File: src/rtl/prog_mem_pkg.sv
// Shared types and constants for the program-memory loader.
// Holds the loader state encoding and the ROM geometry defaults.
package prog_mem_pkg;

  localparam int DEPTH_WORDS_DEF = 8192;
  localparam int WORD_ADDR_W     = 30;
  localparam int DATA_W          = 32;

  typedef enum logic [2:0] {
    ST_IDLE     = 3'd0,
    ST_LOAD     = 3'd1,
    ST_RB_RUN   = 3'd2,
    ST_RB_DRAIN = 3'd3,
    ST_DONE     = 3'd4
  } state_t;

endpackage

File: src/rtl/rb_hold_reg.sv
// One-entry skid register that parks a readback word while the out FIFO is full.
module rb_hold_reg
  import prog_mem_pkg::*;
#(
  parameter int W = DATA_W
) (
  input  logic         clk,
  input  logic         rst_n,
  input  logic         clr,
  input  logic         load,
  input  logic         unload,
  input  logic [W-1:0] din,
  output logic [W-1:0] dout,
  output logic         valid
);

  logic [W-1:0] data_r;
  logic         valid_r;

  // Skid entry: capture on load, release on unload, drop on clear.
  always_ff @(posedge clk or negedge rst_n) begin
    if (!rst_n) begin
      data_r  <= {W{1'b0}};
      valid_r <= 1'b0;
    end else if (clr) begin
      data_r  <= data_r;
      valid_r <= 1'b0;
    end else if (load) begin
      data_r  <= din;
      valid_r <= 1'b1;
    end else if (unload) begin
      data_r  <= data_r;
      valid_r <= 1'b0;
    end else begin
      data_r  <= data_r;
      valid_r <= valid_r;
    end
  end

  assign dout  = data_r;
  assign valid = valid_r;

endmodule

File: src/rtl/prog_mem_loader.sv
// Host loader for the core program ROM: load from pipe-in, read back to pipe-out,
// and share the single ROM port with the core flash interface.
module prog_mem_loader
  import prog_mem_pkg::*;
#(
  parameter int DEPTH_WORDS = DEPTH_WORDS_DEF,
  parameter int CNT_W       = $clog2(DEPTH_WORDS) + 1
) (
  input  logic                   CLK,
  input  logic                   RESETn,
  input  logic                   prog_mode,
  input  logic                   cmd_load,
  input  logic                   cmd_readback,
  input  logic                   in_empty,
  input  logic [DATA_W-1:0]      in_dout,
  output logic                   in_rd_en,
  input  logic                   out_full,
  output logic [DATA_W-1:0]      out_din,
  output logic                   out_wr_en,
  input  logic                   flash_men,
  input  logic [31:0]            flash_maddr,
  input  logic [DATA_W-1:0]      flash_mdin,
  input  logic [3:0]             flash_mwe,
  output logic [DATA_W-1:0]      flash_mdout,
  output logic                   mem_en,
  output logic                   mem_we,
  output logic [WORD_ADDR_W-1:0] mem_addr,
  output logic [DATA_W-1:0]      mem_din,
  input  logic [DATA_W-1:0]      mem_dout,
  output logic                   busy,
  output logic                   done,
  output logic                   overflow,
  output logic [CNT_W-1:0]       word_count
);

  localparam logic [CNT_W-1:0] DEPTH_CNT = CNT_W'(DEPTH_WORDS);
  localparam logic [CNT_W-1:0] LAST_CNT  = CNT_W'(DEPTH_WORDS - 1);
  localparam logic [CNT_W-1:0] CNT_ONE   = CNT_W'(1'b1);

  state_t              state_r, state_s;
  logic                cmd_load_q_r, cmd_rb_q_r;
  logic                pend_r, pend_s;
  logic [CNT_W-1:0]    word_count_r;
  logic                overflow_r, busy_r, done_r;
  logic                cnt_clr_s, cnt_inc_s, ovf_clr_s, ovf_set_s;
  logic                hold_clr_s, hold_load_s, hold_unload_s, hold_valid_s;
  logic [DATA_W-1:0]   hold_data_s;
  logic                fsm_mem_en_s, fsm_mem_we_s;
  logic [WORD_ADDR_W-1:0] fsm_mem_addr_s;
  logic [DATA_W-1:0]   fsm_mem_din_s, out_din_s;
  logic                in_rd_en_s, out_wr_en_s;
  logic                load_rise_s, load_fall_s, rb_rise_s, abort_s;
  logic                unused_s;

  assign load_rise_s = cmd_load & ~cmd_load_q_r;
  assign load_fall_s = ~cmd_load & cmd_load_q_r;
  assign rb_rise_s   = cmd_readback & ~cmd_rb_q_r;
  assign abort_s     = ~prog_mode & ((state_r == ST_LOAD) | (state_r == ST_RB_RUN) |
                                     (state_r == ST_RB_DRAIN));
  assign unused_s    = ^flash_maddr[1:0];

  rb_hold_reg #(.W(DATA_W)) u_hold (
    .clk    (CLK),
    .rst_n  (RESETn),
    .clr    (hold_clr_s),
    .load   (hold_load_s),
    .unload (hold_unload_s),
    .din    (mem_dout),
    .dout   (hold_data_s),
    .valid  (hold_valid_s)
  );

  // Next-state and FSM-side ROM/FIFO controls.
  always_comb begin
    state_s        = state_r;
    pend_s         = 1'b0;
    cnt_clr_s      = 1'b0;
    cnt_inc_s      = 1'b0;
    ovf_clr_s      = 1'b0;
    ovf_set_s      = 1'b0;
    hold_clr_s     = 1'b0;
    hold_load_s    = 1'b0;
    hold_unload_s  = 1'b0;
    fsm_mem_en_s   = 1'b0;
    fsm_mem_we_s   = 1'b0;
    fsm_mem_addr_s = WORD_ADDR_W'(word_count_r);
    fsm_mem_din_s  = in_dout;
    in_rd_en_s     = 1'b0;
    out_wr_en_s    = 1'b0;
    out_din_s      = {DATA_W{1'b0}};
    case (state_r)
      ST_IDLE: begin
        if (prog_mode && load_rise_s) begin
          state_s   = ST_LOAD;
          cnt_clr_s = 1'b1;
          ovf_clr_s = 1'b1;
        end else if (prog_mode && rb_rise_s) begin
          state_s   = ST_RB_RUN;
          cnt_clr_s = 1'b1;
        end else begin
          state_s = ST_IDLE;
        end
      end
      ST_LOAD: begin
        if (abort_s) begin
          state_s    = ST_IDLE;
          cnt_clr_s  = 1'b1;
          hold_clr_s = 1'b1;
        end else begin
          if (!in_empty) begin
            in_rd_en_s = 1'b1;
            if (word_count_r < DEPTH_CNT) begin
              fsm_mem_en_s = 1'b1;
              fsm_mem_we_s = 1'b1;
              cnt_inc_s    = 1'b1;
            end else begin
              ovf_set_s = 1'b1;
            end
          end else begin
            in_rd_en_s = 1'b0;
          end
          if (load_fall_s) begin
            state_s = ST_DONE;
          end else begin
            state_s = ST_LOAD;
          end
        end
      end
      ST_RB_RUN, ST_RB_DRAIN: begin
        if (abort_s) begin
          state_s    = ST_IDLE;
          cnt_clr_s  = 1'b1;
          hold_clr_s = 1'b1;
        end else begin
          // A word issued last cycle and a parked word never coexist.
          if (pend_r) begin
            if (!out_full) begin
              out_wr_en_s = 1'b1;
              out_din_s   = mem_dout;
            end else begin
              hold_load_s = 1'b1;
            end
          end else if (hold_valid_s && !out_full) begin
            out_wr_en_s   = 1'b1;
            out_din_s     = hold_data_s;
            hold_unload_s = 1'b1;
          end else begin
            out_wr_en_s = 1'b0;
          end
          if ((state_r == ST_RB_RUN) && !out_full && !hold_valid_s &&
              (word_count_r < DEPTH_CNT)) begin
            fsm_mem_en_s = 1'b1;
            cnt_inc_s    = 1'b1;
            pend_s       = 1'b1;
            if (word_count_r == LAST_CNT) begin
              state_s = ST_RB_DRAIN;
            end else begin
              state_s = ST_RB_RUN;
            end
          end else if ((state_r == ST_RB_DRAIN) && !pend_r && !hold_valid_s) begin
            state_s = ST_DONE;
          end else begin
            state_s = state_r;
          end
        end
      end
      ST_DONE: begin
        if (!prog_mode && !cmd_load && !cmd_readback) begin
          state_s = ST_IDLE;
        end else begin
          state_s = ST_DONE;
        end
      end
      default: begin
        state_s    = ST_IDLE;
        cnt_clr_s  = 1'b1;
        hold_clr_s = 1'b1;
      end
    endcase
  end

  // State, command edge history, counter and status registers.
  always_ff @(posedge CLK or negedge RESETn) begin
    if (!RESETn) begin
      state_r      <= ST_IDLE;
      cmd_load_q_r <= 1'b0;
      cmd_rb_q_r   <= 1'b0;
      pend_r       <= 1'b0;
      word_count_r <= {CNT_W{1'b0}};
      overflow_r   <= 1'b0;
      busy_r       <= 1'b0;
      done_r       <= 1'b0;
    end else begin
      state_r      <= state_s;
      cmd_load_q_r <= cmd_load;
      cmd_rb_q_r   <= cmd_readback;
      pend_r       <= pend_s;
      if (cnt_clr_s) begin
        word_count_r <= {CNT_W{1'b0}};
      end else if (cnt_inc_s) begin
        word_count_r <= word_count_r + CNT_ONE;
      end else begin
        word_count_r <= word_count_r;
      end
      if (ovf_clr_s) begin
        overflow_r <= 1'b0;
      end else if (ovf_set_s) begin
        overflow_r <= 1'b1;
      end else begin
        overflow_r <= overflow_r;
      end
      busy_r <= (state_s == ST_LOAD) | (state_s == ST_RB_RUN) | (state_s == ST_RB_DRAIN);
      done_r <= (state_s == ST_DONE);
    end
  end

  assign mem_en      = prog_mode ? fsm_mem_en_s   : flash_men;
  assign mem_we      = prog_mode ? fsm_mem_we_s   : |flash_mwe;
  assign mem_addr    = prog_mode ? fsm_mem_addr_s : flash_maddr[31:2];
  assign mem_din     = prog_mode ? fsm_mem_din_s  : flash_mdin;
  assign flash_mdout = mem_dout;
  assign in_rd_en    = in_rd_en_s;
  assign out_wr_en   = out_wr_en_s;
  assign out_din     = out_din_s;
  assign busy        = busy_r;
  assign done        = done_r;
  assign overflow    = overflow_r;
  assign word_count  = word_count_r;

endmodule

File: config.mk
export PLATFORM = sky130hd
export DESIGN_NAME = prog_mem_loader
export DESIGN_NICKNAME = d
export VERILOG_FILES = /design/src/rtl/prog_mem_pkg.sv /design/src/rtl/rb_hold_reg.sv /design/src/rtl/prog_mem_loader.sv
export SDC_FILE = /design/constraint.sdc
export NUM_CORES = 1
export LEC_CHECK = 0
export CORE_AREA = 2 2 110 112
export DETAILED_ROUTE_END_ITERATION = 8
export DIE_AREA = 0 0 112 114
export PLACE_DENSITY = 0.78
export SYNTH_ARGS = -nofsm -noshare
export SYNTH_HDL_FRONTEND = slang
export SYNTH_SLANG_ARGS = --single-unit
export TNS_END_PERCENT = 5
File: constraint.sdc
create_clock -name CLK -period 3.9 [get_ports CLK]
set_clock_uncertainty 0.1 [all_clocks]
set_input_delay 0.78 -clock CLK [delete_from_list [all_inputs] [get_ports CLK]]
set_output_delay 0.78 -clock CLK [all_outputs]
set_load 0.03 [all_outputs]
==> run summary <==
GLOBAL ROUTE
--------------------------------------------------------------------------------------
Total grt overflow                                                                   0
Global-route wire length before repair                                        18200 um
Maximum number of pins on one net before global-route repair                        50
Via count of the first global-routing pass                                        3569
Number of antenna violations at the first check in global routing                    0
Total routing usage reported by global routing                                   0.180

SETUP PATH
--------------------------------------------------------------------------------------
Chain of cells forming the critical path                                  clkdlybuf4s50_1, and4bb_1, and3b_1, buf_4, a22o_1, buf_4
Worst path top cell family by delay                                       buffers and inverters
Type of the worst setup path                                                    in2out
Required arrival time at the worst endpoint                                    3020 ps
CP Capture Point                                                           out_din[10]
Crit path DAT                                                                  2490 ps
Worst-case reg-to-reg path depth                                                     5
Maximum fanout encountered on the critical timing path                              33
R2R setup slack                                                                1780 ps
Slowest stage cell on the critical path                                   clkdlybuf4s50_1
Largest incremental delay on the critical path                                  440 ps
Critical register-to-register path startpoint                             word_count[0]
Depth of the critical timing path with buffers and inverters included                6
Start point of the critical path                                              out_full
Most repeated library cell on the critical path                                  buf_4
Startpoint kind of the worst setup timing path                               input pin
CP Buf/Inv Count                                                                     3
Type of destination of the critical path                                  primary output
Worst R2R End                                                             word_count[12]

CTS
--------------------------------------------------------------------------------------
Clock root buffer master                                                     clkbuf_16
Maximum clock path buffer count                                                      2
Insertion delay of the later-clocked pin in the worst-skew pair                 290 ps
Clock H-tree levels                                                                  2
Number of resized instances in the post-cts repair step                              0
Total setup buffers inserted after CTS                                               0
Clock-pin slew of the registers on the worst-case setup and hold paths           60 ps
Clock buffers created by TritonCTS                                                   5
Clock tree from TritonCTS                                                          yes
Total clock sinks                                                                   56
Cts hold-fix bufs                                                                    0

STA
--------------------------------------------------------------------------------------
Unrepaired setup endpoints after global routing                                  false
Measured slew at the worst slew-check pin                                       733 ps
Final critical-path setup slack                                                 531 ps
Headroom to the max-slew limit                                                   0.512
Accumulated negative setup slack                                                  0 ps
Final Hold Violating Endpoints                                                       0
Maximum achievable frequency                                                   297 MHz
Final max-slew violation count                                                       0
Post-layout min period                                                         3370 ps
Final critical-path share of the clock period                                    0.864
Final setup violation count                                                          0

ROUTE
--------------------------------------------------------------------------------------
Violation count after the first detailed-routing iteration                         238
Via count                                                                         3746
Routed wire length                                                            12400 um
Routed vias/inst                                                                  5.03
Post-detailed-route count of antenna-violating nets                                  0
Wire length per cell                                                           16.7 um
1st-pass router iterations                                                           4
Drc violations                                                                       0

YOSYS
--------------------------------------------------------------------------------------
Dominant combinational cell family by area after synthesis                multiplexers
Adder-cell share of the synthesized area                                       0.00334
Synthesized area                                                          0.00375 mm^2
Synth async-reset ratio                                                           1.00
Simple logic cell fraction of the synthesized area                               0.124
Fraction of synthesized area in multiplexers                                     0.240
Count of unique library cells instantiated by Yosys                                 50
Top flip-flop cell by instance count after synthesis                           dfrtp_1
Proportion of synthesized chip area in sequential cells                          0.374
Synthesized Nets                                                                   498
Mapped Cells                                                                       357
Mean instance size in the synthesized netlist                                10.5 um^2
Post-synthesis compound-gate area fraction                                       0.158
Number of synthesized register bits                                                 56
Number of enable flip-flop cells after synthesis                                     0
Post-Synth XOR/XNOR Area                                                             0
Total of warnings raised by yosys                                                    0

PWR
--------------------------------------------------------------------------------------
Part of the total power dissipated in the clock network                          0.266
Peak VDD IR                                                                     175 uV
Sequential fraction of design power                                              0.372
Combinational Power Share                                                        0.362
Power density relative to cell area                                        270 mW/mm^2
Net switching share of the total power                                           0.313
Internal power                                                               0.00121 W
Switching power summed over all nets                                        0.000552 W
Leakage component of the power                                                 2.76 nW

PLACE
--------------------------------------------------------------------------------------
Instance area at placement                                                0.00638 mm^2
DP HPWL                                                                        9990 um
Placement Setup Slack                                                           523 ps
Port Buffer Count                                                                  284
Weighted congestion reported at the end of routability-driven placement          0.873

FINAL LAYOUT
--------------------------------------------------------------------------------------
Area taken by flip-flops and latches                                      0.00140 mm^2
Final standard cell area without fillers                                  0.00654 mm^2
Share of layout cells above drive strength 1                                     0.224
Area of the multi-input gates                                             0.00197 mm^2
Area growth syn-to-layout                                                        74.4%
Count of inserted antenna diode cells                                                0
Filler Cell Count                                                                  979
Layout net count                                                                   738

DIE
--------------------------------------------------------------------------------------
Site row count                                                                      40
Die Footprint                                                              0.0128 mm^2
Initial core utilization                                                         0.320
Placeable Area                                                             0.0117 mm^2
Die X-Extent                                                                    112 um
Ports                                                                              287
Floorplan die height                                                            114 um

WORST HOLD PATH
--------------------------------------------------------------------------------------
Worst hold path class                                                          reg2reg
Hold path cells                                                                      1

OUTCOME
--------------------------------------------------------------------------------------
Outcome                                                                   finished, final reports clean

FLOW RUN
--------------------------------------------------------------------------------------
Number of max-cap violations                                                         0

## worst min path at each step
stage	from	end	slack, ps
2_1_floorplan	u_hold.dout[7]	u_hold.dout[7]	360
3_3_place_gp	u_hold.dout[7]	u_hold.dout[7]	370
3_5_place_dp	u_hold.dout[7]	u_hold.dout[7]	380
4_1_cts	u_hold.dout[7]	u_hold.dout[7]	400
5_1_grt	u_hold.dout[1]	u_hold.dout[1]	420
6_report	u_hold.dout[7]	u_hold.dout[7]	400
## power by group through the flow
| stage | sequential [W] | combinational [W] | clock, W |
|---|---|---|---|
| floorplan | 0.000670 | 0.000324 | 0 |
| global placement | 0.000665 | 0.000636 | 0 |
| detailed placement | 0.000666 | 0.000645 | 0 |
| CTS | 0.000655 | 0.000646 | 0.000485 |
| global route | 0.000662 | 0.000675 | 0.000514 |
| finish | 0.000655 | 0.000639 | 0.000469 |
## layout make-up
type                       instances  share of cell area
inverter                           8             0.00459
clock buffer                       7              0.0234
multi-input combinational        236               0.301
tap                              147              0.0281
timing repair buffer             290               0.429
sequential                        56               0.214
## layer usage
layer / vias up / global-route usage / share of wire / wire length [um]
li1: 1769 / - / - / -
met1: 1779 / 0.172 / 0.34 / 4200
met2: 184 / 0.369 / 0.56 / 6960
met3: 14 / 0.0553 / 0.087 / 1080
met4: 0 / 0.0439 / 0.013 / 167
met5: - / 0 / 0 / 0
## state kept, by name, summed over array words and instances, names as in the netlist
register / cells
word_count: 14
busy: 1
done: 1
u_hold.dout: 32
overflow: 1
u_hold.valid: 1
pend_r: 1
cmd_rb_q_r: 1
state_r: 3
cmd_load_q_r: 1
## layout by cell type (no fill, tap or decap), drive strengths merged, types with 6 or more instances in the layout
cell / count
clkdlybuf4s50: 247
mux2: 78
dfrtp: 56
buf: 43
a22o: 32
nor2b: 19
a21oi: 14
o21ai: 12
nor2: 9
inv: 8
nand3: 8
clkbuf: 7
nand2: 6
## cell usage after synthesis (2+ instances only)
cell / instances / share of area
mux2_2: 77 / 0.23
dfrtp_1: 56 / 0.37
buf_4: 33 / 0.066
a22o_1: 32 / 0.075
nor2b_1: 19 / 0.032
clkbuf_1: 17 / 0.017
a21oi_1: 14 / 0.019
o21ai_0: 12 / 0.016
nor2_1: 9 / 0.0090
inv_1: 8 / 0.0080
nand3_1: 8 / 0.011
nand2_1: 6 / 0.0060
o31ai_1: 5 / 0.010
buf_2: 4 / 0.0053
nand2b_1: 4 / 0.0067
or4_1: 4 / 0.0080
and3_1: 3 / 0.0050
nand3b_1: 3 / 0.0060
o2111ai_1: 3 / 0.0070
o41ai_1: 3 / 0.0070
and4_1: 2 / 0.0047
buf_1: 2 / 0.0020
mux2i_1: 2 / 0.0053
nand4_1: 2 / 0.0033
nor3_1: 2 / 0.0027
o211ai_1: 2 / 0.0040
or3_1: 2 / 0.0033
## cell families (layout without fill, tap and decap cells)
kind of cell / after synthesis / after routing
mux: 80 / 80
compound gates: 79 / 79
simple gates: 76 / 76
buf+inv: 65 / 305
flops: 56 / 56
fa+ha+maj: 1 / 1
## metrics by stage
stage	instances	hold WS, ps	util	total power, W
finish	744	399	0.558	0.00176
global route	744	421	0.558	0.00185
CTS	744	395	0.558	0.00179
detailed placement	737	380	0.545	0.00131
global placement	737	375	0.545	0.00130
floorplan	357	359	-	0.000994
## worst register-to-register path, cell delays in order, from the launching register on
cell and delay [ps]:
dfrtp_1 480, ha_1 210, nand3_1 170, or3_4 400, or4_1 510, a21oi_1 170
Note: power is estimated with default switching activity, not from simulation.
==> RTL edit 1 (same settings) <==
Make the reset (`RESETn` and `rst_n`) synchronous in 2 clocked blocks.
--- a/src/rtl/rb_hold_reg.sv
+++ b/src/rtl/rb_hold_reg.sv
@@ -18,7 +18,7 @@
   logic         valid_r;
 
   // Skid entry: capture on load, release on unload, drop on clear.
-  always_ff @(posedge clk or negedge rst_n) begin
+  always_ff @(posedge clk) begin
     if (!rst_n) begin
       data_r  <= {W{1'b0}};
       valid_r <= 1'b0;
--- a/src/rtl/prog_mem_loader.sv
+++ b/src/rtl/prog_mem_loader.sv
@@ -180,7 +180,7 @@
   end
 
   // State, command edge history, counter and status registers.
-  always_ff @(posedge CLK or negedge RESETn) begin
+  always_ff @(posedge CLK) begin
     if (!RESETn) begin
       state_r      <= ST_IDLE;
       cmd_load_q_r <= 1'b0;
Behaviour: differs if RESETn is asserted again (counterexample within 4 cycles, from zero or initial values and one cycle with RESETn low); with RESETn held inactive, the same outputs for 4 cycles.
==> RTL edit 1 against the unedited design <==
  * Wire length rose by 5.7%
  * Cell area rose by 0.15%
  * Die area did not move
  * Clock power rose by 13%
  * Total power fell by 7.8%
  * Sequential share of layout area fell by 4.3 points
  * Area after synthesis fell by 2.5%
  * Sequential cell count did not move
  * Register-to-register slack got worse by 0.23 ns
  * Combinational power fell by 19%
  * Setup slack got worse by 0.014 ns
  * Critical path type unchanged
==> RTL edit 1: results (changes against the unedited design) <==
[clock_tree]
post-cts-setup-buffers = 0  ; unchanged
cts_max_level = 2  ; unchanged
clock_latency_ns = 0.29  ; about the same
cts_max_path_buffers = 2  ; unchanged
cts_made_buffers = 5  ; unchanged
root_buffer = clkbuf_16
clk_pin_slew_ns = 0.06  ; about the same
post_cts_resized = 0  ; unchanged

[hold_path]
hold-path-cell-count = 2  ; +1
hold_end = u_hold.dout[20]$_SDFFE_PN0P_
min_path_type = reg2reg
hp-start = u_hold.dout[20]$_SDFFE_PN0P_

[setup_path]
arrival_ns = 2.50
r2r-start = state_r[1]$_SDFF_PN0_
cpMaxStageDelayCell = clkdlybuf4s50_1
r2r_slack_ns = 1.55  ; -0.23 ns
r2r_end = word_count[9]$_SDFFE_PP0P_
cp_max_fo = 12  ; -64%
reg2reg_depth = 5  ; unchanged

[placement]
place_congestion = 0.870  ; -0.29%
place_hpwl_um = 10600  ; +5.9%
place_ws_ns = 0.496  ; -0.0275 ns
portBuffers = 284  ; unchanged

[routing]
dr.pass1.iters = 5  ; +1
drt-initial-drc-count = 241  ; +1.3%
via_per_inst = 4.96  ; -1.4%
wirelength_um = 13100  ; +5.7%

[power_and_ir_drop]
leakagePower_nw = 2.35  ; -15%
vdd_drop_max_uv = 254  ; +45%

[final_layout]
layout-drive-gt1-share_pct = 17.0  ; -5.4 points
fill_cells = 1020  ; +4.2%
nNetsFinal = 815  ; +10%
largest_register_ffs = 32  ; unchanged
antenna_cells = 0  ; unchanged

[sta]
worstMarginPinSlew_ns = 0.539  ; -0.193 ns

[global_routing]
grt_usage_pct = 19.2  ; +1.3 points
grt_pass1_vias = 3930  ; +10%
antenna_found_initial = 0  ; unchanged
grt_start_max_net_pins = 62  ; +24%
grt_pass1_wl_um = 20100  ; +10%

[synthesis]
yosysWarnings = 0  ; unchanged
netlist_top_cells_area = dfxtp_1 (31%), mux2_2 (14%), a22o_1 (7.4%)
synthesis.nets = 576  ; +16%
async_reset_ff_share_pct = 0  ; -100 points
ys_seq_area_share_pct = 30.7  ; -6.7 points
synthDistinctLibCells = 47  ; -6.0%
synth_common_cells = nand2_1 (72), dfxtp_1 (56), mux2_2 (46)

[status]
status = completed

## RTL edit 1: changes by cell type after synthesis, sizes merged, moves of 6 or more
cell,before,now
mux2i,2,11
nand3b,3,9
nand2,6,72
dfxtp,0,56
nand3,8,19
o21ai,12,6
clkbuf,17,26
a21oi,14,40
mux2,78,46
dfrtp,56,0
## RTL edit 1: kinds of logic after synthesis
family                   Yosys count  share of synthesized area [%]
AO/OA/AOI/OAI                     96                           19.5
adder cells (fa/ha/maj)            1                          0.343
buffers and inverters             71                           10.8
flip-flops                        56                           30.7
multiplexers                      57                           17.2
AND/OR/NAND/NOR                  154                           21.5
## RTL edit 1: per-layer routing
layer  track usage [%]  routed length [µm]  vias to the layer above  share of wire (%)
met5                 0                   0                        -                  0
met2              34.5                6480                      173                 49
met4              3.66                 152                        0                1.2
met3              5.74                1110                       15                8.4
met1              23.1                5370                     1891                 41
li1                  -                   -                     2000                  -
## RTL edit 1: worst max-delay path by stage
| stage | to | slack, ns | cells after the start | startpoint |
|---|---|---|---|---|
| final | out_din[14] | 0.52 | 6 | out_full |
| after global routing | out_din[23] | 0.36 | 6 | out_full |
| after CTS | out_din[14] | 0.48 | 6 | out_full |
| after detailed placement | out_din[14] | 0.50 | 6 | out_full |
| after global placement | out_din[3] | 0.55 | 6 | out_full |
| after floorplan | in_rd_en | 0.83 | 3 | prog_mode |
## RTL edit 1: final cells by class
| class | instances | area share [%] |
|---|---|---|
| flip-flops and latches | 56 | 17.1 |
| clock inverters | 1 | 0.459 |
| repair buffers | 298 | 44.2 |
| inverters | 5 | 0.287 |
| clock buffers | 7 | 2.33 |
| well taps | 147 | 2.81 |
| multi-input cells | 308 | 32.8 |
## RTL edit 1: worst max-delay path, delay by kind of cell
family / cells / cell delay [ns]
AOI/OAI and AO/OA: 1 / 0.16
and+or+nand+nor: 2 / 0.67
buffers and inverters: 3 / 0.88
## RTL edit 1: report_power, final
group | internal [mW] | switching, mW
logic | 0.275 | 0.243
clock network | 0.338 | 0.190
registers | 0.575 | 0.00396
total | 1.19 | 0.437
## RTL edit 1: per-stage QoR
| stage | instance area [µm²] | std cells | total power [mW] | hold slack [ns] | utilization (%) |
|---|---|---|---|---|---|
| floorplan | 3650 | 435 | 0.845 | 0.332 | - |
| global placement | 6360 | 814 | 1.10 | 0.341 | 54.3 |
| detailed placement | 6360 | 814 | 1.11 | 0.351 | 54.3 |
| CTS | 6550 | 822 | 1.65 | 0.360 | 55.9 |
| global route | 6550 | 822 | 1.69 | 0.376 | 55.9 |
| finish | 6550 | 822 | 1.63 | 0.357 | 55.9 |
==> RTL edit 2 (config.mk and constraints unchanged) <==
Made on the original files. Set the package constant `DATA_W` to 28 (it was 32).
--- a/src/rtl/prog_mem_pkg.sv
+++ b/src/rtl/prog_mem_pkg.sv
@@ -4,7 +4,7 @@
 
   localparam int DEPTH_WORDS_DEF = 8192;
   localparam int WORD_ADDR_W     = 30;
-  localparam int DATA_W          = 32;
+  localparam int DATA_W          = 28;
 
   typedef enum logic [2:0] {
     ST_IDLE     = 3'd0,
Ports: changed (6 resized); port bits go from 287 to 263. The function was not compared with the original's and may differ.
==> RTL edit 2 against the unedited design <==
  * Synthesized cell count shrank 11%
  * Critical path type unchanged
  * First-iteration DRC count decreased by 46%
  * Area after synthesis down 7.4%
  * Wire length down 12%
  * Setup slack gained 0.0086 ns
  * Cell area decreased by 6.9%
  * Total power decreased by 6.1%
  * Sequential cell count down 4
  * Register-to-register slack worse by 0.19 ns
==> RTL edit 2: results (changes against the unedited design) <==
[status]
status = completed

[setup_path]
cpMaxStageDelayCell = clkdlybuf4s50_1
startpoint = in_empty
r2r_end = word_count[10]$_DFFE_PN0P_
max_stage_delay_ns = 0.69  ; +0.25 ns
r2r-start = state_r[1]$_DFF_PN0_
cpLargestDelayFamily = buffers and inverters
crit_end = mem_we
reg2reg_depth = 6  ; +1
r2r_slack_ns = 1.59  ; -0.19 ns
arrival_ns = 2.48
cp_max_fo = 2  ; -94%

[routing]
drt-initial-drc-count = 129  ; -46%
wl_per_cell_um = 15.9  ; -4.9%
dr.pass1.iters = 4  ; unchanged
via_per_inst = 4.82  ; -4.3%
wirelength_um = 10900  ; -12%

[synthesis]
synthesis.nets = 445  ; -11%
synth_common_cells = mux2_2 (71), dfrtp_1 (52), a22o_1 (30), buf_4 (30), nor2b_1 (19)
netlist_top_cells_area = dfrtp_1 (38%), mux2_2 (23%), a22o_1 (7.6%)
syn_inst = 316  ; -11%
ys_seq_area_share_pct = 37.5  ; +0.11 points
yosysWarnings = 0  ; unchanged
synthDistinctLibCells = 38  ; -24%

[power_and_ir_drop]
vdd_drop_max_uv = 238  ; +36%
power.switching_mw = 0.531  ; -3.7%
seq_power_share_pct = 36.9  ; -0.3 points
leakagePower_nw = 2.54  ; -8.1%
p_clk_share_pct = 27.4  ; +0.8 points
p_sw_share_pct = 32.1  ; +0.78 points

[global_routing]
grt_pass1_vias = 3302  ; -7.5%
grt_pass1_wl_um = 16600  ; -9.2%
antenna_found_initial = 0  ; unchanged
grt_start_max_net_pins = 64  ; +28%
grt_usage_pct = 16.1  ; -1.8 points

[placement]
place_hpwl_um = 8600  ; -14%
place_congestion = 0.765  ; -12%
dpl-instance-area_um2 = 5930  ; -7.1%
place_ws_ns = 0.537  ; +0.0134 ns
portBuffers = 260  ; -8.5%
dp_cells = 681  ; -7.6%

[clock_tree]
cts_made_buffers = 5  ; unchanged
cts_max_level = 2  ; unchanged
post-cts-setup-buffers = 0  ; unchanged
post_cts_resized = 0  ; unchanged
clk_pin_slew_ns = 0.07
cts_max_path_buffers = 2  ; unchanged
root_buffer = clkbuf_16

[sta]
slew_headroom_pct = 62.5  ; +11 points
holdWs_ns = 0.380  ; -0.0190 ns
fin_crit_sh_pct = 86.2  ; -0.22 points

[final_layout]
nNetsFinal = 670  ; -9.2%
layout-drive-gt1-share_pct = 24.7  ; +2.3 points
largest_register_ffs = 28  ; -13%
antenna_cells = 0  ; unchanged

[hold_path]
min_path_type = in2async

-- RTL edit 2: cell count changes after synthesis, sizes merged, moves of 6 or more --
cell   unedited run  this run
o21ai            12         6
nor2              9        17
xnor2             0        11
mux2             78        71
a21oi            14         7
-- RTL edit 2: cell families after synthesis --
family	after synthesis	synth area share, %
simple gates	67	11.3
fa+ha+maj	1	0.361
mux	71	23.0
flops	52	37.5
compound gates	59	15.3
buf+inv	55	9.70
xor+xnor	11	2.78
-- RTL edit 2: area by class of cell --
cell class	instances	area, µm²
clock buffers	5	125
fillers	1030	5620
repair buffers	268	2590
clock inverters	3	28.8
multi-input cells	209	1840
inverters	5	18.8
well taps	147	184
flip-flops and latches	52	1300
-- RTL edit 2: metal layers --
layer | global-route usage (%) | up-vias | wire length, µm
li1 | - | 1571 | -
met1 | 17.3 | 1562 | 3880
met2 | 30.7 | 168 | 5920
met3 | 4.30 | 18 | 872
met4 | 5.45 | 0 | 260
met5 | 0 | - | 0
